### config.mk
export PLATFORM = sky130hd
export DESIGN_NAME = hub_slot
export DESIGN_NICKNAME = d
export VERILOG_FILES = /design/src/rtl/hub_slot.sv
export SDC_FILE = /design/constraint.sdc
export NUM_CORES = 1
export LEC_CHECK = 0
export CAP_MARGIN = 20
export CORE_AREA = 3 3 214 216
export DETAILED_ROUTE_END_ITERATION = 12
export DIE_AREA = 0 0 217 219
export GPL_ROUTABILITY_DRIVEN = 1
export GPL_TIMING_DRIVEN = 1
export PLACE_DENSITY = 0.36
export SYNTH_ARGS = -nofsm -noshare
export SYNTH_HDL_FRONTEND = slang
export SYNTH_SLANG_ARGS = --single-unit
### constraint.sdc
create_clock -name clk_cog -period 5.25 [get_ports clk_cog]
set_input_delay 0.525 -clock clk_cog [delete_from_list [all_inputs] [get_ports clk_cog]]
set_output_delay 0.525 -clock clk_cog [all_outputs]
set_load 0.05 [all_outputs]
### src/rtl/hub_slot.sv
// Round-robin hub sequencer: one access per cog per eight bus-enable edges.
// Latency: ack/read data one ena_bus edge after grant. No backpressure: cogs hold cog_req until ack.
module hub_slot #(
  parameter int COGS = 8,
  parameter int AW   = 14
) (
  input  logic                 clk_cog,
  input  logic                 res,
  input  logic                 ena_bus,
  input  logic [COGS-1:0]      cog_req,
  input  logic [COGS-1:0]      cog_w,
  input  logic [COGS*4-1:0]    cog_wb,
  input  logic [COGS*AW-1:0]   cog_a,
  input  logic [COGS*32-1:0]   cog_d,
  output logic                 mem_w,
  output logic [3:0]           mem_wb,
  output logic [AW-1:0]        mem_a,
  output logic [31:0]          mem_d,
  input  logic [31:0]          mem_q,
  output logic [COGS-1:0]      cog_ack,
  output logic [31:0]          cog_q,
  output logic [2:0]           slot
);

  logic          grant;
  logic [AW-1:0] sel_a;
  logic [31:0]   sel_d;
  logic [3:0]    sel_wb;
  logic          pend_vld;
  logic [2:0]    pend_id;

  always_comb begin
    sel_a  = cog_a[slot*AW +: AW];
    sel_d  = cog_d[slot*32 +: 32];
    sel_wb = cog_wb[slot*4 +: 4];
    grant  = cog_req[slot] & ~res;
  end

  // Top address bit selects the ROM half; writes there become reads.
  always_comb begin
    mem_a  = grant ? sel_a  : '0;
    mem_d  = grant ? sel_d  : '0;
    mem_wb = grant ? sel_wb : '0;
    mem_w  = grant & ena_bus & cog_w[slot] & ~sel_a[AW-1];
  end

  always_ff @(posedge clk_cog) begin
    if (res) begin
      slot     <= '0;
      pend_vld <= 1'b0;
      pend_id  <= '0;
      cog_ack  <= '0;
      cog_q    <= '0;
    end else if (ena_bus) begin
      slot     <= slot + 3'd1;
      pend_vld <= grant;
      pend_id  <= slot;
      if (pend_vld) begin
        cog_q   <= mem_q;
        cog_ack <= COGS'(1) << pend_id;
      end else begin
        cog_ack <= '0;
      end
    end
  end

endmodule

==> results.rst, run 1 <==
.. list-table::
   :header-rows: 1

   * - Metric
     - Value
   * - Number of global-route vias before repair
     - 6327
   * - Final period util
     - 0.748
   * - Max Clk Rate
     - 255 MHz
   * - Fin. max-slew vios
     - 0
   * - Hold violation count in the final report
     - 0
   * - Clock latency of the later-clocked register in the worst-skew pair
     - around 0.29 ns
   * - Vias per cell
     - just under 4
   * - Global placer's final weighted congestion
     - 0.812
   * - H-tree level count
     - 2
   * - Remaining number of nets flagged by the antenna check after routing
     - 0
   * - DR WL/cell
     - about 24 um
   * - Critical path endpoint category
     - primary output
   * - Clock tree from TritonCTS
     - done
   * - Data arrival time of the worst path
     - 3.40 ns
   * - Num CTS Buffers
     - 5
   * - Worst-margin pin slew
     - 0.801 ns
   * - Total core area
     - between 0.04 and 0.05 mm2
   * - Switching fraction of total power
     - 0.348
   * - Share of synthesized area spent on multiplexers
     - 0.580
   * - Worst-case vdd ir drop
     - 0.115 mV
   * - Most frequently used flop master after synthesis
     - dfxtp_1
   * - Setup TNS
     - 0 ns
   * - Number of flops mapped to enable cells by yosys
     - 0
   * - Post-CTS Setup Bufs
     - 0
   * - Layout cell share with drive strength beyond 1
     - 0.131
   * - Initial standard-cell utilization of the core
     - 0.112
   * - Path type of the worst min-delay path
     - register to register
   * - Instance count of the mapped netlist
     - 449
   * - Sequential area share after synthesis
     - 0.190
   * - Worst Hold Slack
     - 0.452 ns
   * - Total cell area at the placement stage
     - 0.0110 mm2
   * - Total internal power
     - roughly 1.1 mW
   * - Number of antenna violations at the first check in global routing
     - 8
   * - Max-capacitance violation count
     - 0
   * - Power density of the placed cells
     - ~160 mW/mm2
   * - Number of storage elements in the synthesis netlist
     - 47
   * - Post-synthesis share of cell area spent on and, or, nand and nor gates
     - 0.116
   * - GRT Resource Usage Total
     - 0.144
   * - Resize count post-CTS
     - 0
   * - First-pass GRT wire length
     - around 50 mm
   * - Post-Synthesis Net Count
     - roughly 900
   * - Combinational power share
     - 0.593
   * - Minimum clock period
     - ~3.9 ns
   * - Row count
     - 77
   * - Critical path peak fanout
     - 42
   * - Clock buffer depth
     - 2
   * - Type of the worst setup path
     - register to primary output
   * - Worst Reg2Reg Path Length in Cells
     - 5
   * - Portion of total power attributed to the clock network
     - 0.179
   * - Largest family of logic cells by synthesized area
     - multiplexers
   * - Worst flop-to-flop path startpoint
     - slot[0]
   * - Synthesized-area fraction occupied by ao, oa, aoi and oai cells
     - 0.0535
   * - Summed area of non-filler cells in the final layout
     - 0.0112 mm2
   * - Number of nets in the layout
     - approximately 1400
   * - Die Wd
     - 217 um
   * - Top-level port count
     - 545
   * - Min-Delay Path Depth
     - 2
   * - Reg-to-reg endpoint
     - pend_vld
   * - Unrepaired setup endpoints after global routing
     - no
   * - Number of vias after detailed routing
     - 6019
   * - Final setup violating endpoints
     - 0
   * - Area Overhead vs Synth
     - 125%
   * - Setup crit start
     - slot[0]
   * - Top cell type by total area after synthesis
     - mux4_2
   * - Endpoint required time on the critical path
     - 4.72 ns
   * - Clock-pin slew reported for the worst setup and hold paths after clock tree synthesis
     - approximately 0.070 ns
   * - TritonCTS sink count
     - between 40 and 50
   * - Sort of element at the start of the critical path
     - register
   * - Arithmetic-cell share of the synthesized area counting full adders, half adders and majority gates
     - 0.00252
   * - Proportion of netlist area held by the largest area contributor
     - 0.458
   * - Average footprint of a synthesized cell
     - approximately 11 um2
   * - Total congestion overflow
     - 0
   * - Maximum number of pins on one net before global-route repair
     - 48
   * - Switching pwr
     - about 0.61 mW
   * - DR iter-0 viols
     - between 200 and 250
   * - Port-buffer cells
     - 544
   * - Drt total wl
     - 37.0 mm
   * - Design Power
     - 1.75 mW
   * - DRC errors left
     - 0
   * - Result of the run
     - complete, no violations
   * - Static leakage
     - roughly 3.5 nW
   * - End point of the worst hold path
     - cog_q[22]
   * - Height of the chip
     - between 200 and 250 um
   * - Parity-gate share of the synthesized area counting xor and xnor cells
     - 0.00353
   * - Core occupancy in the finished layout
     - 0.253
   * - TritonRoute pass-1 iters
     - 4
   * - Rel. slew slack
     - 0.466
   * - Share of power burned in registers
     - 0.228
   * - Top cells by area, synth
     - mux4_2, dfxtp_1, mux2i_1
   * - Number of buffers inserted by hold repair at cts
     - 0
   * - Yosys warning total
     - 0
   * - Yosys cell types
     - 29
   * - Async S/R FF share, synth
     - 0
   * - Cell Area, Synth
     - 0.00496 mm2
   * - Flop2flop setup slack
     - 2.89 ns
   * - Post-route clock skew
     - slightly above 0.005 ns
   * - Commonest non-fill, non-tap cells in the layout
     - clkdlybuf4s50_1, mux4_2, nand2_1
   * - Half-perimeter wire length after placement
     - slightly above 30 mm
   * - Die outline area
     - around 0.048 mm2
   * - Root Buffer Master
     - clkbuf_16
   * - Most common cell after layout, fill and taps aside
     - clkdlybuf4s50_1
   * - Hold path startpoint
     - cog_q[22]
-- cell type report --
type | count | area, um2
diodes | 8 | 20.0
repair buffers | 556 | 5560
clock inverters | 1 | 5.00
multi-input cells | 352 | 3750
fillers | 4792 | 33000
clock buffers | 7 | 133
flip-flops and latches | 47 | 952
inverters | 2 | 7.51
well taps | 592 | 741
-- state kept, by name, indices dropped and copies added, names as in the netlist --
signal    flops
cog_ack       8
pend_id       3
slot          3
pend_vld      1
cog_q        32
-- through the flow --
stage	instances	worst slack, ns
floorplan	449	1.52
global placement	1549	1.51
detailed placement	1549	1.48
CTS	1557	1.20
global route	1560	1.02
finish	1565	1.33
-- cell families after synthesis --
group                      Yosys count
AOI/OAI and AO/OA                   43
xor gates and xnor gates             2
adders and majority gates            1
buffers and inverters               50
DFF                                 47
muxes                              161
and+or+nand+nor                    145
-- power by group through the flow --
| stage | logic (mW) | clock network, mW | registers (mW) |
|---|---|---|---|
| 2_1_floorplan | 0.508 | 0 | 0.421 |
| 3_5_place_dp | 1.05 | 0 | 0.410 |
| 6_report | 1.04 | 0.314 | 0.400 |
| 3_3_place_gp | 1.06 | 0 | 0.411 |
| 4_1_cts | 1.06 | 0.331 | 0.402 |
| 5_1_grt | 1.10 | 0.346 | 0.405 |
-- cells in the mapped netlist, types with 2 or more instances --
library cell  number
a21oi_1           33
a22oi_1            3
a32oi_1            4
buf_1              4
buf_2              6
buf_4              9
buf_6              6
clkbuf_1          23
dfxtp_1           47
mux2_2             2
mux2i_1           58
mux4_2           101
nand2_1           69
nor2_1            65
nor2b_1            4
nor3b_1            2
-- worst max-delay path, stage by stage, from the launching register on --
cell and delay, ns:
dfxtp_4 0.76, buf_12 0.40, nand2_1 0.09, nor2_1 0.23, o41ai_4 0.12, buf_4 0.24
nor4_1 0.33, clkdlybuf4s50_1 0.89
-- how the worst max path moves through the flow --
stage | depth (start not counted) | slack, ns | endpoint
floorplan | 4 | 1.52 | mem_w
global placement | 7 | 1.51 | mem_w
detailed placement | 7 | 1.48 | mem_w
CTS | 7 | 1.20 | mem_w
global route | 7 | 1.02 | mem_w
finish | 7 | 1.33 | mem_w
-- routing by layer --
metal	vias up	GRT usage	share of wire
met2	279	0.263	0.52
met4	6	0.0296	0.014
met1	2928	0.162	0.37
li1	2779	-	-
met5	-	0	0.00097
met3	27	0.0514	0.091
Note: power is estimated with default switching activity, not from simulation.
==> inputs of run 2 (changes only) <==
--- a/config.mk
+++ b/config.mk
@@ -6,12 +6,12 @@
 export NUM_CORES = 1
 export LEC_CHECK = 0
 export CAP_MARGIN = 20
-export CORE_AREA = 3 3 214 216
+export CORE_AREA = 3 3 208 210
 export DETAILED_ROUTE_END_ITERATION = 12
-export DIE_AREA = 0 0 217 219
+export DIE_AREA = 0 0 211 213
 export GPL_ROUTABILITY_DRIVEN = 1
 export GPL_TIMING_DRIVEN = 1
-export PLACE_DENSITY = 0.36
+export PLACE_DENSITY = 0.38
 export SYNTH_ARGS = -nofsm -noshare
 export SYNTH_HDL_FRONTEND = slang
 export SYNTH_SLANG_ARGS = --single-unit
==> constraint.sdc (replaced) <==
create_clock -name clk_cog -period 3.76 [get_ports clk_cog]
set_input_delay 0.376 -clock clk_cog [delete_from_list [all_inputs] [get_ports clk_cog]]
set_output_delay 0.376 -clock clk_cog [all_outputs]
set_load 0.05 [all_outputs]
==> results.rst, run 2 (synthesized netlist as in run 1, its figures left out) <==
.. list-table::
   :header-rows: 1

   * - Metric
     - Value
   * - Result of the run
     - complete, no violations
   * - Biggest cell delay along the critical path
     - 0.72 ns (-0.17 ns)
   * - Area Overhead vs Synth
     - 122%
   * - Reg-to-reg endpoint
     - pend_vld
   * - Worst flop-to-flop path startpoint
     - slot[2]
   * - Port-buffer cells
     - 544 (unchanged)
   * - Final period util
     - 0.931
   * - Clock tree from TritonCTS
     - done
   * - DRC errors left
     - 0 (unchanged)
   * - Initial standard-cell utilization of the core
     - 0.119 (+0.00637)
   * - Setup crit start
     - slot[1]
   * - Total core area
     - 0.0418 mm2 (-5.4%)
   * - Number of global-route vias before repair
     - 6345 (+0.28%)
   * - Leading registers by flop count
     - cog_q x32, cog_ack x8
   * - Drt total wl
     - 37.2 mm (+0.63%)
   * - Post-route clock skew
     - 0.00416 ns (-0.00104 ns)
   * - Num CTS Buffers
     - 5 (unchanged)
   * - Critical path endpoint category
     - primary output
   * - Row count
     - 75 (-2.6%)
   * - GRT Resource Usage Total
     - 0.155 (+0.0104)
   * - DR iter-0 viols
     - 292 (+23%)
   * - Vias per cell
     - 3.96 (+3.0%)
   * - Register with the highest flop count
     - cog_q
   * - Path type of the worst min-delay path
     - register to register
   * - TritonRoute pass-1 iters
     - 4 (unchanged)
   * - Clock latency of the later-clocked register in the worst-skew pair
     - 0.29 ns (about the same)
   * - Number of flip-flops in the largest register
     - 32 (unchanged)
   * - Top-level port count
     - 545 (unchanged)
   * - Crit path buffers/inverters
     - 3 (unchanged)
   * - Max Clk Rate
     - between 200 and 300 MHz
   * - Post-CTS Setup Bufs
     - 0 (unchanged)
   * - Half-perimeter wire length after placement
     - 31.7 mm (+2.0%)
   * - Clock-pin slew reported for the worst setup and hold paths after clock tree synthesis
     - 0.07 ns (about the same)
   * - Remaining number of nets flagged by the antenna check after routing
     - 0 (unchanged)
   * - Core occupancy in the finished layout
     - 0.264 (+0.0107)
   * - Design Power
     - 2.46 mW (+40%)
   * - DR WL/cell
     - 24.6 um (+3.9%)
   * - Number of vias after detailed routing
     - 6003 (-0.27%)
   * - Total congestion overflow
     - 0 (unchanged)
   * - Cell with the largest stage delay on the worst path
     - o311ai_0
   * - Number of nets in the layout
     - 1419 (+0.21%)
   * - Number of antenna violations at the first check in global routing
     - 12 (+4)
   * - Resize count post-CTS
     - 0 (unchanged)
   * - Worst-margin pin slew
     - 0.865 ns (+0.0647 ns)
   * - Setup TNS
     - 0 ns (unchanged)
   * - Clock buffer depth
     - 2 (unchanged)
   * - First-pass GRT wire length
     - 49.9 mm (+0.47%)
   * - Critical path peak fanout
     - 31 (-26%)
   * - Crit-path most repeated cell
     - buf_4
   * - Most common cell after layout, fill and taps aside
     - clkdlybuf4s50_1
   * - Data arrival time of the worst path
     - 3.12 ns (-0.28 ns)
   * - Maximum number of pins on one net before global-route repair
     - 48 (unchanged)
   * - Type of the worst setup path
     - register to primary output
   * - Cell family with most CP delay
     - buffers and inverters
   * - Die Wd
     - 211 um (-2.8%)
   * - Rel. slew slack
     - 0.416 (-0.0504)
   * - Sort of element at the start of the critical path
     - register
   * - Root Buffer Master
     - clkbuf_16
   * - Max-capacitance violation count
     - 0 (unchanged)
   * - Unrepaired setup endpoints after global routing
     - no
   * - Height of the chip
     - 213 um (-2.7%)
   * - Power density of the placed cells
     - 223 mW/mm2 (+42%)
   * - Die outline area
     - 0.0449 mm2 (-5.4%)
   * - Number of buffers inserted by hold repair at cts
     - 0 (unchanged)
   * - Worst Setup EP
     - mem_w
   * - Worst-case vdd ir drop
     - 0.170 mV (+48%)
   * - Depth of the critical timing path with buffers and inverters included
     - 6 (-1)
   * - Commonest non-fill, non-tap cells in the layout
     - clkdlybuf4s50_1, mux4_2, nand2_1
   * - Flop2flop setup slack
     - 1.53 ns (-1.36 ns)
   * - H-tree level count
     - 2 (unchanged)
   * - Minimum clock period
     - 3.50 ns
   * - Critical path, cell by cell
     - buf_4, buf_4, mux2_2, o311ai_0, nor4_1, buf_12
   * - Global placer's final weighted congestion
     - 0.795 (-2.1%)
   * - Hold violation count in the final report
     - 0 (unchanged)
   * - Final setup violating endpoints
     - 0 (unchanged)
   * - Layout cell share with drive strength beyond 1
     - 0.188 (+0.0574)
   * - Worst Reg2Reg Path Length in Cells
     - 4 (-1)
   * - TritonCTS sink count
     - 47 (unchanged)
   * - Static leakage
     - 3.66 nW (+3.3%)
   * - Fin. max-slew vios
     - 0 (unchanged)
   * - Endpoint required time on the critical path
     - 3.38 ns (-1.34 ns)
## run 2: cell types whose count changed in the layout (fill, tap and decap cells not counted)
cell / change
buf_4: +53
clkdlybuf4s50_1: -51
clkbuf_1: -2
buf_12: +1
clkinv_2: +1
inv_6: +1
## run 2: through the flow
stage	cells	setup slack, ns	hold slack [ns]	instance area, um2
4_1_cts	1507	0.243	0.456	11000
2_1_floorplan	449	0.177	0.464	4960
3_3_place_gp	1499	0.459	0.441	10800
5_1_grt	1513	0.124	0.468	11000
3_5_place_dp	1499	0.579	0.446	10800
6_report	1515	0.260	0.453	11000
## run 2: where the power goes
part	internal, mW	leakage (nW)	switching [mW]
registers	0.514	0.383	0.0320
clock network	0.247	0.0740	0.206
logic	0.822	3.20	0.638
## run 2: metal layers
layer  wire, um  share of wire  global-route usage
met5         57         0.0015                   0
met1      14400           0.39               0.184
met3       3230          0.087              0.0510
met2      18900           0.51               0.268
met4        687          0.018              0.0409
## run 2: area by class of cell
class	instances	area, um2
fillers	4357	30800
multi-input cells	352	3750
inverters	2	7.51
clock buffers	5	125
clock inverters	3	18.8
well taps	539	674
diodes	8	20.0
flip-flops and latches	47	952
repair buffers	559	5460
## run 2: worst min path at each step
| stage | start | to | slack [ns] | cells after the start |
|---|---|---|---|---|
| after floorplan | pend_vld | pend_vld | 0.46 | 2 |
| after global placement | cog_q[22] | cog_q[22] | 0.44 | 2 |
| after detailed placement | cog_q[8] | cog_q[8] | 0.45 | 2 |
| after CTS | cog_q[8] | cog_q[8] | 0.46 | 2 |
| after global routing | cog_q[5] | cog_q[5] | 0.47 | 2 |
| final | cog_q[5] | cog_q[5] | 0.45 | 2 |
## run 2: worst register-to-register path, cell delays in order, from the launching register on
cell     delay (ns)
dfxtp_4        0.85
nor3b_1        0.28
o41ai_4        0.40
buf_4          0.42
o22ai_1        0.14
